File: config.mk
export PLATFORM = sky130hd
export DESIGN_NAME = nor_gate_sweep_ctrl
export DESIGN_NICKNAME = d
export VERILOG_FILES = /design/src/rtl/nor_gate_sweep_ctrl.sv
export SDC_FILE = /design/constraint.sdc
export NUM_CORES = 1
export LEC_CHECK = 0
export ABC_AREA = 1
export CAP_MARGIN = 20
export CORE_MARGIN = 1.5
export CORE_UTILIZATION = 51
export CTS_BUF_LIST = sky130_fd_sc_hd__clkbuf_8
export DETAILED_ROUTE_END_ITERATION = 8
export GPL_TIMING_DRIVEN = 0
export PLACE_DENSITY = 0.76
export SYNTH_ARGS = -nofsm -noshare
export SYNTH_HDL_FRONTEND = slang
export SYNTH_SLANG_ARGS = --single-unit
File: constraint.sdc
create_clock -name clk -period 2.8 [get_ports clk]
set_clock_uncertainty 0.05 [all_clocks]
set_input_delay 0.42 -clock clk [delete_from_list [all_inputs] [get_ports clk]]
set_output_delay 0.42 -clock clk [all_outputs]
set_load 0.05 [all_outputs]
File: src/rtl/nor_gate_sweep_ctrl.sv
// nor_gate_sweep_ctrl
// Walks all 16 input vectors of a four-input NOR datapath, holds each for
// DWELL cycles, samples the three NOR outputs on the last dwell cycle and
// accumulates pass/fail status for the whole sweep.
//
// Ports
//   clk, rst         rising-edge clock, asynchronous active-high reset
//   start            sweep request, honoured only in IDLE and DONE
//   e, f, g          NOR outputs returned by the datapath under test
//   a, b, c, d       datapath inputs, {a,b,c,d} = current vector (0 when idle)
//   busy, done       sweep in progress / sweep finished
//   mismatch         sticky: at least one vector failed this sweep
//   fail_cnt         number of failing vectors (0..16)
//   fail_vec         first failing vector, 0 if none
//   err_mask         sticky per-output failure flags {g,f,e}
module nor_gate_sweep_ctrl #(
  parameter int unsigned DWELL = 4
) (
  input  logic       clk,
  input  logic       rst,
  input  logic       start,
  input  logic       e,
  input  logic       f,
  input  logic       g,
  output logic       a,
  output logic       b,
  output logic       c,
  output logic       d,
  output logic       busy,
  output logic       done,
  output logic       mismatch,
  output logic [4:0] fail_cnt,
  output logic [3:0] fail_vec,
  output logic [2:0] err_mask
);

  localparam int unsigned CNT_W = 8;
  localparam int unsigned VEC_W = 4;
  localparam logic [CNT_W-1:0] DWELL_LAST = CNT_W'(DWELL - 1);
  localparam logic [VEC_W-1:0] VEC_LAST   = VEC_W'(15);

  typedef enum logic [1:0] {
    IDLE = 2'd0,
    RUN  = 2'd1,
    DONE = 2'd2
  } state_t;

  state_t           state_q;
  state_t           state_d;
  logic [VEC_W-1:0] vec;
  logic [CNT_W-1:0] dwell;

  logic             launch;
  logic             sample;
  logic             exp_nor;
  logic [2:0]       out_err;

  // Vector register drives the datapath directly; it is zero outside RUN
  // because it is cleared on launch and wraps to 0 on the final sample.
  assign {a, b, c, d} = vec;

  // State register
  always_ff @(posedge clk or posedge rst) begin
    if (rst) state_q <= IDLE;
    else     state_q <= state_d;
  end

  // Next-state and sample/launch decode
  always_comb begin
    state_d = state_q;
    launch  = 1'b0;
    sample  = 1'b0;
    exp_nor = ~(|vec);
    out_err = {g, f, e} ^ {3{exp_nor}};
    case (state_q)
      IDLE, DONE: begin
        if (start) begin
          state_d = RUN;
          launch  = 1'b1;
        end
      end
      RUN: begin
        if (dwell == DWELL_LAST) begin
          sample = 1'b1;
          if (vec == VEC_LAST) state_d = DONE;
        end
      end
      default: state_d = IDLE;
    endcase
  end

  // Sweep datapath, status accumulation and registered flags
  always_ff @(posedge clk or posedge rst) begin
    if (rst) begin
      vec      <= '0;
      dwell    <= '0;
      busy     <= 1'b0;
      done     <= 1'b0;
      mismatch <= 1'b0;
      fail_cnt <= '0;
      fail_vec <= '0;
      err_mask <= '0;
    end else begin
      busy <= (state_d == RUN);
      done <= (state_d == DONE);
      if (launch) begin
        vec      <= '0;
        dwell    <= '0;
        mismatch <= 1'b0;
        fail_cnt <= '0;
        fail_vec <= '0;
        err_mask <= '0;
      end else if (state_q == RUN) begin
        if (sample) begin
          dwell <= '0;
          vec   <= vec + VEC_W'(1);
          if (|out_err) begin
            fail_cnt <= fail_cnt + 5'd1;
            // First failure of the sweep is latched; later ones only count.
            if (!mismatch) fail_vec <= vec;
            mismatch <= 1'b1;
            err_mask <= err_mask | out_err;
          end
        end else begin
          dwell <= dwell + CNT_W'(1);
        end
      end
    end
  end

endmodule

## After elaboration in Yosys (flattened, before gate mapping)

Index checks and enable logic that the tools add are counted.

- Flip-flop bits (word level): 29
- Latch bits: 0
- Memory bits (writable): 0
- Memory bits (read-only): 0
- Input bits: 6
- Output and inout port bits: 19
- Logic and storage cells: 63
- Memories kept: 0

- Add/subtract/negate cells: 3
- Multipliers: 0
- Div/mod/pow operators: 0
- Order comparisons: 0
- Eq/ne operators: 7
- Shift operators: 0
- Muxes and demuxes: 31
- Bitwise gates (word level): 3
- Reduce and logical (&&, ||, !) cells: 10

Operators with widths:

| operator | number |
|---|---|
| two-way mux 4 bit | 8 |
| two-way mux 8 bit | 3 |
| two-way mux 5 bit | 4 |
| two-way mux 3 bit | 4 |
| adder 8 x 1 -> 8 bit, second input constant | 1 |
| == test 8 x 2 -> 1 bit, second input constant | 1 |
| two-way mux 1 bit | 8 |
| two-way mux 2 bit | 3 |
| nonzero test 2 bit | 3 |
| adder 5 x 1 -> 5 bit, second input constant | 1 |
| adder 4 x 1 -> 4 bit, second input constant | 1 |
| == test 2 x 1 -> 1 bit, second input constant | 2 |
| == test 2 bit, second input constant | 2 |
| == test 4 bit, second input constant | 1 |
| case mux 2 bit (2 select lines) | 1 |
| AND reduction 4 bit | 1 |
| OR reduction 4 bit | 1 |
| OR 3 bit | 1 |
| AND reduction 3 bit | 1 |
| OR reduction 3 bit | 1 |
| XOR 3 bit | 1 |
| zero test 2 bit | 1 |
| inequality test 2 x 1 -> 1 bit, second input constant | 1 |
| AND reduction 2 bit | 1 |
| 2 further kinds | 2 |

## Longest topological paths before layout

Gate-level depths: netlist of the first run.

- Depth in word-level cells: 8
- Depth in mapped cells: 10

## Least setup slack after synthesis of the first run

Ideal clock, no wire load.

- Path kind: reg2reg
- From: register vec[0]
- To: register fail_cnt[3]
- Setup time: 0.120 ns
- Arrival time: 1.653 ns
- Data required time: 2.630 ns
- Slack: 0.977 ns
- Cell stages (with the launch flop): 10
- Buffers on the path: 1
- Cells stage by stage: dfrtp_1 inv_1 ha_1 nand3b_1 nand2_2 nor2_4 nand2_4 buf_6 nand3b_1 nand2_1

- Longest elaborated chain between the ends: 6

RTL lines:

| element | line | source |
|---|---|---|
| start: declaration | 50 | `logic [VEC_W-1:0] vec;` |
| start signal: assignment | 116 | `vec <= vec + VEC_W'(1);` |
| OR reduction 4 bit | 73 | `exp_nor = ~(\|vec);` |
| inverter 1 bit | 73 |  |
| XOR 3 bit | 74 | `out_err = {g, f, e} ^ {3{exp_nor}};` |
| OR reduction 3 bit | 117 | `if (\|out_err) begin` |
| nonzero test 2 bit (no source line) | - |  |
| AND reduction 3 bit (no source line) | - |  |
| end signal: assignment | 118 | `fail_cnt <= fail_cnt + 5'd1;` |
| end: declaration | 32 | `output logic [4:0] fail_cnt,` |

Every way passes these cells.
A chain may end at the register's enable or synchronous reset.

## Worst setup path after layout of the first run

- From: register vec[2]
- To: output port b

RTL lines:

| element | line | source |
|---|---|---|
| end: declaration | 26 | `output logic b,` |

No word-level cell between the ends.

==> results of run 1 <==
[worst register-to-register path: cells and delay by family, from the launching register on]
family,cells,cell delay [ps]
buffers and inverters,2,260
adder cells (fa/ha/maj),1,240
AND/OR/NAND/NOR,7,580
flip-flops,1,420
[state kept, by name, indices dropped and copies added, names as in the netlist]
name,flops
fail_vec,4
done,1
dwell,8
busy,1
mismatch,1
fail_cnt,5
state_q,2
err_mask,3
vec,4
[worst min path at each step]
stage,start,to,slack [ps],cells past startpoint
detailed placement,fail_vec[3],fail_vec[3],410,2
finish,rst,fail_cnt[0],400,2
floorplan,dwell[0],dwell[0],420,1
global placement,fail_vec[3],fail_vec[3],410,2
global route,rst,fail_cnt[1],450,2
CTS,fail_vec[2],fail_vec[2],440,2
[cell usage after synthesis, drive strengths merged]
| master | number |
|---|---|
| xor2 | 2 |
| buf | 3 |
| o31ai | 2 |
| o21bai | 1 |
| o21ai | 7 |
| nand2 | 57 |
| ha | 4 |
| o22ai | 1 |
| nor2 | 22 |
| nor3 | 5 |
| a21oi | 4 |
| nand3b | 7 |
| nand4 | 1 |
| o211ai | 2 |
| inv | 19 |
| o2111ai | 1 |
| xnor2 | 4 |
| dfrtp | 29 |
| nand3 | 16 |
[through the flow]
step	hold slack, ps	cell area (sq um)	util [%]
floorplan	421.0	1595	-
global placement	409.5	1877	62.50
detailed placement	413.1	1877	62.50
CTS	444.4	1963	65.38
global route	450.3	1991	66.29
finish	398.4	1991	66.29
[cells by family (layout without fill, tap and decap cells)]
kind of cell / count (synthesis) / in the layout
flops: 29 / 29
compound gates: 18 / 18
simple gates: 108 / 108
fa+ha+maj: 4 / 4
xor+xnor: 6 / 6
buf+inv: 22 / 54
[where the power goes]
part	switching [mW]	internal, mW	leakage (nW)	total (mW)
combinational	0.650	0.353	0.550	1.00
sequential	0.125	0.553	0.367	0.678
clock	0.147	0.191	0.0485	0.338
[routing by layer]
metal | part of all wire, % | vias up
met5 | 0 | -
met4 | 2.0 | 0
met3 | 3.1 | 8
met2 | 50 | 28
met1 | 45 | 626
li1 | - | 676
[layout by cell type (no fill, tap or decap)]
cell,instances
nor3_1,5
buf_16,1
o2111ai_1,1
xor2_1,2
buf_2,1
nand3_4,1
xnor2_1,4
inv_2,9
nand3_1,14
o211ai_1,2
o22ai_1,1
nand4_1,1
clkbuf_8,6
ha_1,4
a21oi_1,4
nor2_1,17
nand2_1,49
dfrtp_1,29
nand3b_2,1
nor2_2,1
nand2_2,5
inv_1,11
o31ai_1,2
nand3_2,1
o21bai_4,1
o21ai_0,2
buf_6,2
clkdlybuf4s50_1,24
o21ai_1,5
nor2_4,4
nand3b_1,6
nand2_4,3
[layout make-up]
type	instances	area [sq um]	area share [%]
plain buffers	3	27.53	1.383
clock buffers	6	82.58	4.148
clock inverters	1	3.754	0.1886
inverters	19	71.32	3.583
multi-input cells	136	770.7	38.72
flip-flops and latches	29	725.7	36.46
well taps	33	41.29	2.074
repair buffers	25	267.8	13.45
==> impl_metrics.env, run 1 <==
export IMPL_cts_buffers=5
export IMPL_crit_arrival_ps=1570
export IMPL_status="completed"
export IMPL_portBuffers=24
export IMPL_fin_crit_ps=2044
export IMPL_drt_wl_total_microns=3275
export IMPL_gr_usage_all_layers_pct=22.09
export IMPL_cts_root_buf="clkbuf_8"
export IMPL_power_mw=2.019
export IMPL_worstPathMaxFanout=5
export IMPL_dpl_hpwl_microns=2380
export IMPL_fp_row_count=20
export IMPL_initial_utilization_pct=53.13
export IMPL_crit_chain="clkdlybuf4s50_1"
export IMPL_place_ws_ps=953.5
export IMPL_reg2reg_slack_ps=1130
export IMPL_synth_warnings=0
export IMPL_cp_start_kind="flop"
export IMPL_avgSynthCellArea_sq_um=8.531
export IMPL_antenna_found_initial=0
export IMPL_critPathMaxStageDelay_ps=840
export IMPL_drt_iter0_drc=70
export IMPL_crit_path_end_kind="output port"
export IMPL_endpoint="b"
export IMPL_ant_nets=0
export IMPL_synth_simple_area_share_pct=34.43
export IMPL_synth_cell_type_count=29
export IMPL_layout_nets=229
export IMPL_ctsResizeCount=0
export IMPL_diodes=0
export IMPL_met3_usage_pct=4.835
export IMPL_cts_tree="done"
export IMPL_drc=0
export IMPL_max_freq_mhz=489.2
export IMPL_setup_slack_ps=755.8
export IMPL_synth_mux_area_share_pct=0
export IMPL_worstSetupPathDepth=1
export IMPL_fin_cells=252
export IMPL_rsz0062_at_grt="false"
export IMPL_numClockSinks=29
export IMPL_r2r_start="vec[1]"
export IMPL_vias=1338
export IMPL_worstPathRequired_ps=2330
export IMPL_irDropWorstVdd_mv=0.4166
export IMPL_via_per_inst=5.310
export IMPL_die_area_sq_mm=0.003473
export IMPL_clk_latency_ps=280
export IMPL_grt_use_met1_pct=27.31
export IMPL_rr_worst_depth=10
export IMPL_io_pins=25
export IMPL_powerDensity_mw_per_mm2=1014
export IMPL_busiest_layer="met2"
export IMPL_yosys_area_share_xor_xnor_pct=3.294
export IMPL_dp_cells=244
export IMPL_hold_path_class="in2async"
export IMPL_first_pass_iters=4
export IMPL_max_slew_worst_pin_slew_ps=500.1
export IMPL_use_met2_pct=36.35
export IMPL_ctsHoldBuffers=0
export IMPL_wl_per_cell_microns=13.00
export IMPL_die_x_microns=58.93
export IMPL_grt_pass1_vias=1342
export IMPL_finalSetupViolCount=0
export IMPL_clk_pin_slew_ps=60
export IMPL_cts_setup_buffers=0
export IMPL_synthAdderAreaFrac_pct=3.137
export IMPL_grt_max_degree=30
export IMPL_synth_top_area_share_pct=45.49
export IMPL_fin_crit_sh_pct=73.01
export IMPL_crit_buf_inv=1
export IMPL_die_y_microns=58.93
export IMPL_synth_top_family_by_area="simple AND/OR/NAND/NOR gates"
export IMPL_slowest_stage="clkdlybuf4s50_1"
export IMPL_maxCapViolations=0
export IMPL_gp_congestion=0.8581
export IMPL_layout_drive_gt1_share_pct=16.44
export IMPL_p_leak_nw=0.9648
export IMPL_synth_cell_area_sq_mm=0.001595
export IMPL_synth_top_cell_by_area="dfrtp_1"
export IMPL_grt_first_pass_wirelength_microns=5789
export IMPL_synth_area_leaders="dfrtp_1, nand2_1, nand3_1"
export IMPL_clockBufferDepth=2
export IMPL_slew_limit_headroom_pct=66.56
export IMPL_cts_max_level=2
export IMPL_report_final_slew_viol_count=0
export IMPL_synthesis_nets=197
export IMPL_postSynthCellCount=187
export IMPL_hold_viol=0
export IMPL_synth_seq_cells=29
export IMPL_cp_top_family="buffers and inverters"
export IMPL_cp_startpoint="vec[2]"
export IMPL_syn_to_final_growth_pct=24.78
export IMPL_crit_type="reg2out"
export IMPL_ys_seq_area_share_pct=45.49
export IMPL_tns_ps=0
export IMPL_gr_total_overflow=0
export IMPL_rr_endpoint="fail_vec[3]"
export IMPL_fill_cells=263
export IMPL_synth_compound_area_share_pct=7.451
export IMPL_core_sq_mm=0.003003
Note: power is estimated with default switching activity, not from simulation.
==> run 2: changes to the inputs <==
--- a/config.mk
+++ b/config.mk
@@ -8,11 +8,11 @@
 export ABC_AREA = 1
 export CAP_MARGIN = 20
 export CORE_MARGIN = 1.5
-export CORE_UTILIZATION = 51
+export CORE_UTILIZATION = 50
 export CTS_BUF_LIST = sky130_fd_sc_hd__clkbuf_8
 export DETAILED_ROUTE_END_ITERATION = 8
 export GPL_TIMING_DRIVEN = 0
-export PLACE_DENSITY = 0.76
+export PLACE_DENSITY = 0.78
 export SYNTH_ARGS = -nofsm -noshare
 export SYNTH_HDL_FRONTEND = slang
 export SYNTH_SLANG_ARGS = --single-unit
==> constraint.sdc (replaced) <==
create_clock -name clk -period 1.64 [get_ports clk]
set_clock_uncertainty 0.05 [all_clocks]
set_input_delay 0.246 -clock clk [delete_from_list [all_inputs] [get_ports clk]]
set_output_delay 0.246 -clock clk [all_outputs]
set_load 0.05 [all_outputs]
==> impl_metrics.env, run 2 (synthesis results as in run 1) <==
export IMPL_p_switching_mw=1.657
export IMPL_syn_to_final_growth_pct=30.90
export IMPL_fill_cells=255
export IMPL_diodes=0
export IMPL_wl_met2_microns=1788
export IMPL_cts_max_level=2
export IMPL_pwr_share_seq_pct=30.6
export IMPL_hold_viol=0
export IMPL_die_area_sq_mm=0.003538
export IMPL_io_pins=25
export IMPL_final_common_cell="nand2_1"
export IMPL_first_pass_iters=4
export IMPL_report_final_slew_viol_count=0
export IMPL_initial_utilization_pct=52.25
export IMPL_cts_tree="done"
export IMPL_gr_total_overflow=0
export IMPL_tns_ps=0
export IMPL_finalSetupViolCount=0
export IMPL_layout_nets=233
export IMPL_drc=0
export IMPL_switching_share_pct=43.54
export IMPL_grt_pass1_vias=1407
export IMPL_worstPathMaxFanout=5
export IMPL_via_per_inst=5.138
export IMPL_final_util_pct=68.40
export IMPL_grt_max_degree=30
export IMPL_ff_latch_area_sq_um=728.2
export IMPL_portBuffers=24
export IMPL_fin_cells=268
export IMPL_clk_latency_ps=280
export IMPL_critPathMaxStageDelay_ps=560
export IMPL_slowest_stage="dlygate4sd2_1"
export IMPL_multi_input_area_sq_um=793.3
export IMPL_p_comb_share_pct=46.2
export IMPL_worstPathRequired_ps=1340
export IMPL_crit_chain="dlygate4sd2_1"
export IMPL_ant_nets=0
export IMPL_cts_buffers=5
export IMPL_largest_register_ffs=8
export IMPL_mostFrequentLayoutCells="nand2_1, dfrtp_1, dlygate4sd2_1"
export IMPL_drt_met1_wl_microns=1472
export IMPL_vias=1377
export IMPL_p_leak_nw=1.065
export IMPL_crit_arrival_ps=1300
export IMPL_largest_register="dwell"
export IMPL_gr_usage_all_layers_pct=22.39
export IMPL_drt_wl_total_microns=3484
export IMPL_status="completed"
export IMPL_crit_buf_inv=1
export IMPL_antenna_found_initial=0
export IMPL_die_y_microns=59.49
export IMPL_slew_limit_headroom_pct=66.96
export IMPL_power_internal_mw=2.149
export IMPL_top_regs="dwell (8), fail_cnt (5)"
export IMPL_die_x_microns=59.49
export IMPL_maxCapViolations=0
export IMPL_core_sq_mm=0.003053
export IMPL_top_layer="met4"
export IMPL_fin_crit_ps=1592
export IMPL_clk_pin_slew_ps=70
export IMPL_cp_start_kind="flop"
export IMPL_crit_path_end_kind="output port"
export IMPL_drt_iter0_drc=83
export IMPL_layout_drive_gt1_share_pct=21.88
export IMPL_route_met3_wl_microns=150
export IMPL_wl_per_cell_microns=13.00
export IMPL_powerDensity_mw_per_mm2=1822
export IMPL_holdWs_ps=176.3
export IMPL_gp_congestion=0.8617
export IMPL_grt_first_pass_wirelength_microns=5837
export IMPL_irDropWorstVdd_mv=1.070
export IMPL_crit_type="reg2out"
export IMPL_max_slew_worst_pin_slew_ps=497.5
export IMPL_fin_crit_sh_pct=97.08
export IMPL_clockBufferDepth=2
export IMPL_pwr_share_clk_pct=23.2
export IMPL_dp_cells=255
export IMPL_hold_path_class="in2async"
export IMPL_fp_row_count=20
export IMPL_numClockSinks=29
export IMPL_dpl_hpwl_microns=2494
export IMPL_max_freq_mhz=628.1
export IMPL_cp_top_family="buffers and inverters"
export IMPL_cts_root_buf="clkbuf_8"
[run 2: through the flow]
stage	power (mW)	worst slack [ps]	instance area, sq um
2_1_floorplan	2.421	5.800	1600
3_3_place_gp	2.835	-53.81	1896
3_5_place_dp	2.896	-108.5	1896
4_1_cts	3.704	2.186	2008
5_1_grt	4.065	-0.5701	2088
6_report	3.805	47.82	2088
[run 2: timing repair]
| item | 4_1_cts | 5_1_grt |
|---|---|---|
| pin swaps | 0 | 2 |
| setup buffers | 0 | 4 |
| hold buffers | 0 | 0 |
| endpoints found under the setup margin | 23 | 11 |
| gates resized for setup | 20 | 6 |
[run 2: layer usage]
layer	track usage (%)	vias up
li1	-	682
met1	23.54	649
met2	39.25	35
met3	7.205	11
met4	12.01	0
met5	0	-
[run 2: final cells by class]
| cell class | count | share of cell area [%] |
|---|---|---|
| Multi-Input combinational cell | 136 | 37.99 |
| Sequential cell | 29 | 34.87 |
| Timing Repair Buffer | 29 | 13.12 |
| Inverter | 19 | 3.655 |
| Clock buffer | 5 | 3.295 |
| Clock inverter | 3 | 3.116 |
| Tap cell | 44 | 2.636 |
| Buffer | 3 | 1.318 |
[run 2: worst paths after layout]
path,start,to,slack [ps],cells after the start
worst max-delay path,vec[2],b,50,1
worst min-delay path,rst,dwell[5],180,2
worst max register to register,vec[1],fail_cnt[3],100,10
worst min register to register,fail_vec[0],fail_vec[0],420,2
max in group asynchronous,rst,vec[1],920,3
min in group clk,fail_vec[0],fail_vec[0],420,2
[run 2: power by group through the flow]
stage | Sequential (mW) | Clock, mW | Combinational (mW)
after floorplan | 1.59 | 0 | 0.831
after global placement | 1.16 | 0 | 1.68
after detailed placement | 1.17 | 0 | 1.72
after CTS | 1.16 | 0.902 | 1.65
after global routing | 1.20 | 0.927 | 1.94
final | 1.16 | 0.884 | 1.76
==> run 3: changes to the inputs <==
--- a/config.mk
+++ b/config.mk
@@ -13,6 +13,7 @@
 export DETAILED_ROUTE_END_ITERATION = 8
 export GPL_TIMING_DRIVEN = 0
 export PLACE_DENSITY = 0.78
+export SETUP_SLACK_MARGIN = 0.4
 export SYNTH_ARGS = -nofsm -noshare
 export SYNTH_HDL_FRONTEND = slang
 export SYNTH_SLANG_ARGS = --single-unit
==> impl_metrics.env, run 3 (synthesis results as in run 1) <==
export IMPL_status="completed"
export IMPL_max_slew_worst_pin_slew_ps=629.6
export IMPL_fin_area_sq_mm=0.002467
export IMPL_mostFrequentLayoutCells="nand2_1, buf_4, dfrtp_1"
export IMPL_rsz0062_at_grt="true"
export IMPL_fin_crit_ps=1610
export IMPL_dpl_hpwl_microns=2481
export IMPL_gr_usage_all_layers_pct=26.54
export IMPL_hold_viol=0
export IMPL_max_freq_mhz=621.2
export IMPL_reg2reg_slack_ps=30
export IMPL_wl_per_cell_microns=17.12
export IMPL_fill_cells=170
export IMPL_die_area_sq_mm=0.003538
export IMPL_numClockSinks=29
export IMPL_irDropWorstVdd_mv=1.126
export IMPL_crit_type="reg2reg"
export IMPL_finalSetupViolCount=0
export IMPL_final_common_cell="nand2_1"
export IMPL_layout_drive_gt1_share_pct=55.51
export IMPL_clk_latency_ps=290
export IMPL_via_per_inst=5.557
export IMPL_fin_crit_sh_pct=98.16
export IMPL_grt_max_degree=30
export IMPL_grt_pass1_vias=1554
export IMPL_r2r_start="dwell[3]"
export IMPL_p_leak_nw=1.190
export IMPL_cts_buffers=5
export IMPL_clockBufferDepth=2
export IMPL_rr_endpoint="fail_vec[3]"
export IMPL_rr_worst_depth=8
export IMPL_cts_tree="done"
export IMPL_clk_pin_slew_ps=70
export IMPL_layout_nets=254
export IMPL_place_area_sq_mm=0.001939
export IMPL_first_pass_iters=4
export IMPL_slew_limit_headroom_pct=57.94
export IMPL_syn_to_final_growth_pct=54.67
export IMPL_largest_register="dwell"
export IMPL_powerDensity_mw_per_mm2=1794
export IMPL_hold_end="state_q[1]"
export IMPL_report_final_slew_viol_count=0
export IMPL_top_regs="dwell (8), fail_cnt (5)"
export IMPL_fp_row_count=20
export IMPL_diodes=0
export IMPL_cts_root_buf="clkbuf_8"
export IMPL_drc=0
export IMPL_cp_start_kind="flop"
export IMPL_grt_first_pass_wirelength_microns=6831
export IMPL_core_sq_mm=0.003053
export IMPL_ctsHoldBuffers=0
export IMPL_io_pins=25
export IMPL_worstPathMaxFanout=5
export IMPL_worstHoldStart="start"
export IMPL_antenna_found_initial=0
export IMPL_initial_utilization_pct=52.25
export IMPL_hold_path_class="in2reg"
export IMPL_vias=1606
export IMPL_die_x_microns=59.49
export IMPL_gr_total_overflow=0
export IMPL_crit_arrival_ps=1750
export IMPL_worstPathRequired_ps=1780
export IMPL_hold_depth=2
export IMPL_crit_path_end_kind="flop"
export IMPL_maxCapViolations=0
export IMPL_portBuffers=24
export IMPL_drt_iter0_drc=73
export IMPL_ant_nets=0
export IMPL_largest_register_ffs=8
export IMPL_die_y_microns=59.49
export IMPL_cts_max_level=2
export IMPL_gp_congestion=0.8909
export IMPL_drt_wl_total_microns=4947
export IMPL_power_mw=4.426
[run 3: how the worst max path moves through the flow]
stage,slack [ps],to,start
6_report,30,fail_vec[3],dwell[3]
5_1_grt,-40,fail_vec[3],dwell[3]
4_1_cts,140,fail_cnt[3],vec[1]
3_5_place_dp,-80,vec[2],rst
3_3_place_gp,-40,vec[3],rst
2_1_floorplan,70,fail_cnt[3],vec[1]
[run 3: repair_timing]
action | 4_1_cts | 5_1_grt
setup buffers | 14 | 10
pin swaps | 25 | 18
cloned | 2 | 0
resized for setup | 134 | 49
setup endpoints to repair | 76 | 38
[run 3: routing by layer]
layer,GRT usage (%),vias up,part of all wire [%]
li1,-,722,-
met5,0,-,0
met1,28.79,788,37
met3,7.205,22,5.1
met4,12.01,0,3.9
met2,47.57,74,54
[run 3: final cells by class]
type                            instances  area, sq um  share of cell area (%)
Multi-Input combinational cell        136         1054                   42.70
Sequential cell                        29        733.2                   29.72
Timing Repair Buffer                   50        426.7                   17.29
Inverter                               19        85.08                   3.448
Clock buffer                            5        68.82                   2.789
Tap cell                               44        55.05                   2.231
Buffer                                  3        31.28                   1.268
Clock inverter                          3        13.76                  0.5578
[run 3: per-stage QoR]
step | setup slack, ps | setup TNS [ps] | hold slack [ps] | instances | util [%]
5_1_grt | -37.90 | -82.40 | 260.7 | 289 | 80.82
3_5_place_dp | -79.42 | -795.5 | 419.8 | 255 | 63.52
2_1_floorplan | 71.26 | 0 | 273.7 | 187 | -
3_3_place_gp | -41.48 | -281.7 | 409.2 | 255 | 63.52
6_report | 30.19 | 0 | 238.7 | 289 | 80.82
4_1_cts | 143.5 | 0 | 345.9 | 279 | 72.54
[run 3: report_power, final]
| group | internal [mW] | switching, mW |
|---|---|---|
| registers | 0.954 | 0.240 |
| clock network | 0.287 | 0.301 |
| logic | 1.05 | 1.59 |
| total | 2.30 | 2.13 |
[run 3: worst max-delay path, stage by stage (launching register included)]
cell and delay [ps]:
dfrtp_1 420, inv_1 130, nand2_1 110, nor2_4 140, nand3_4 170, o21bai_4 250, nand2_2 100, nand2_1 80
nand2_1 60
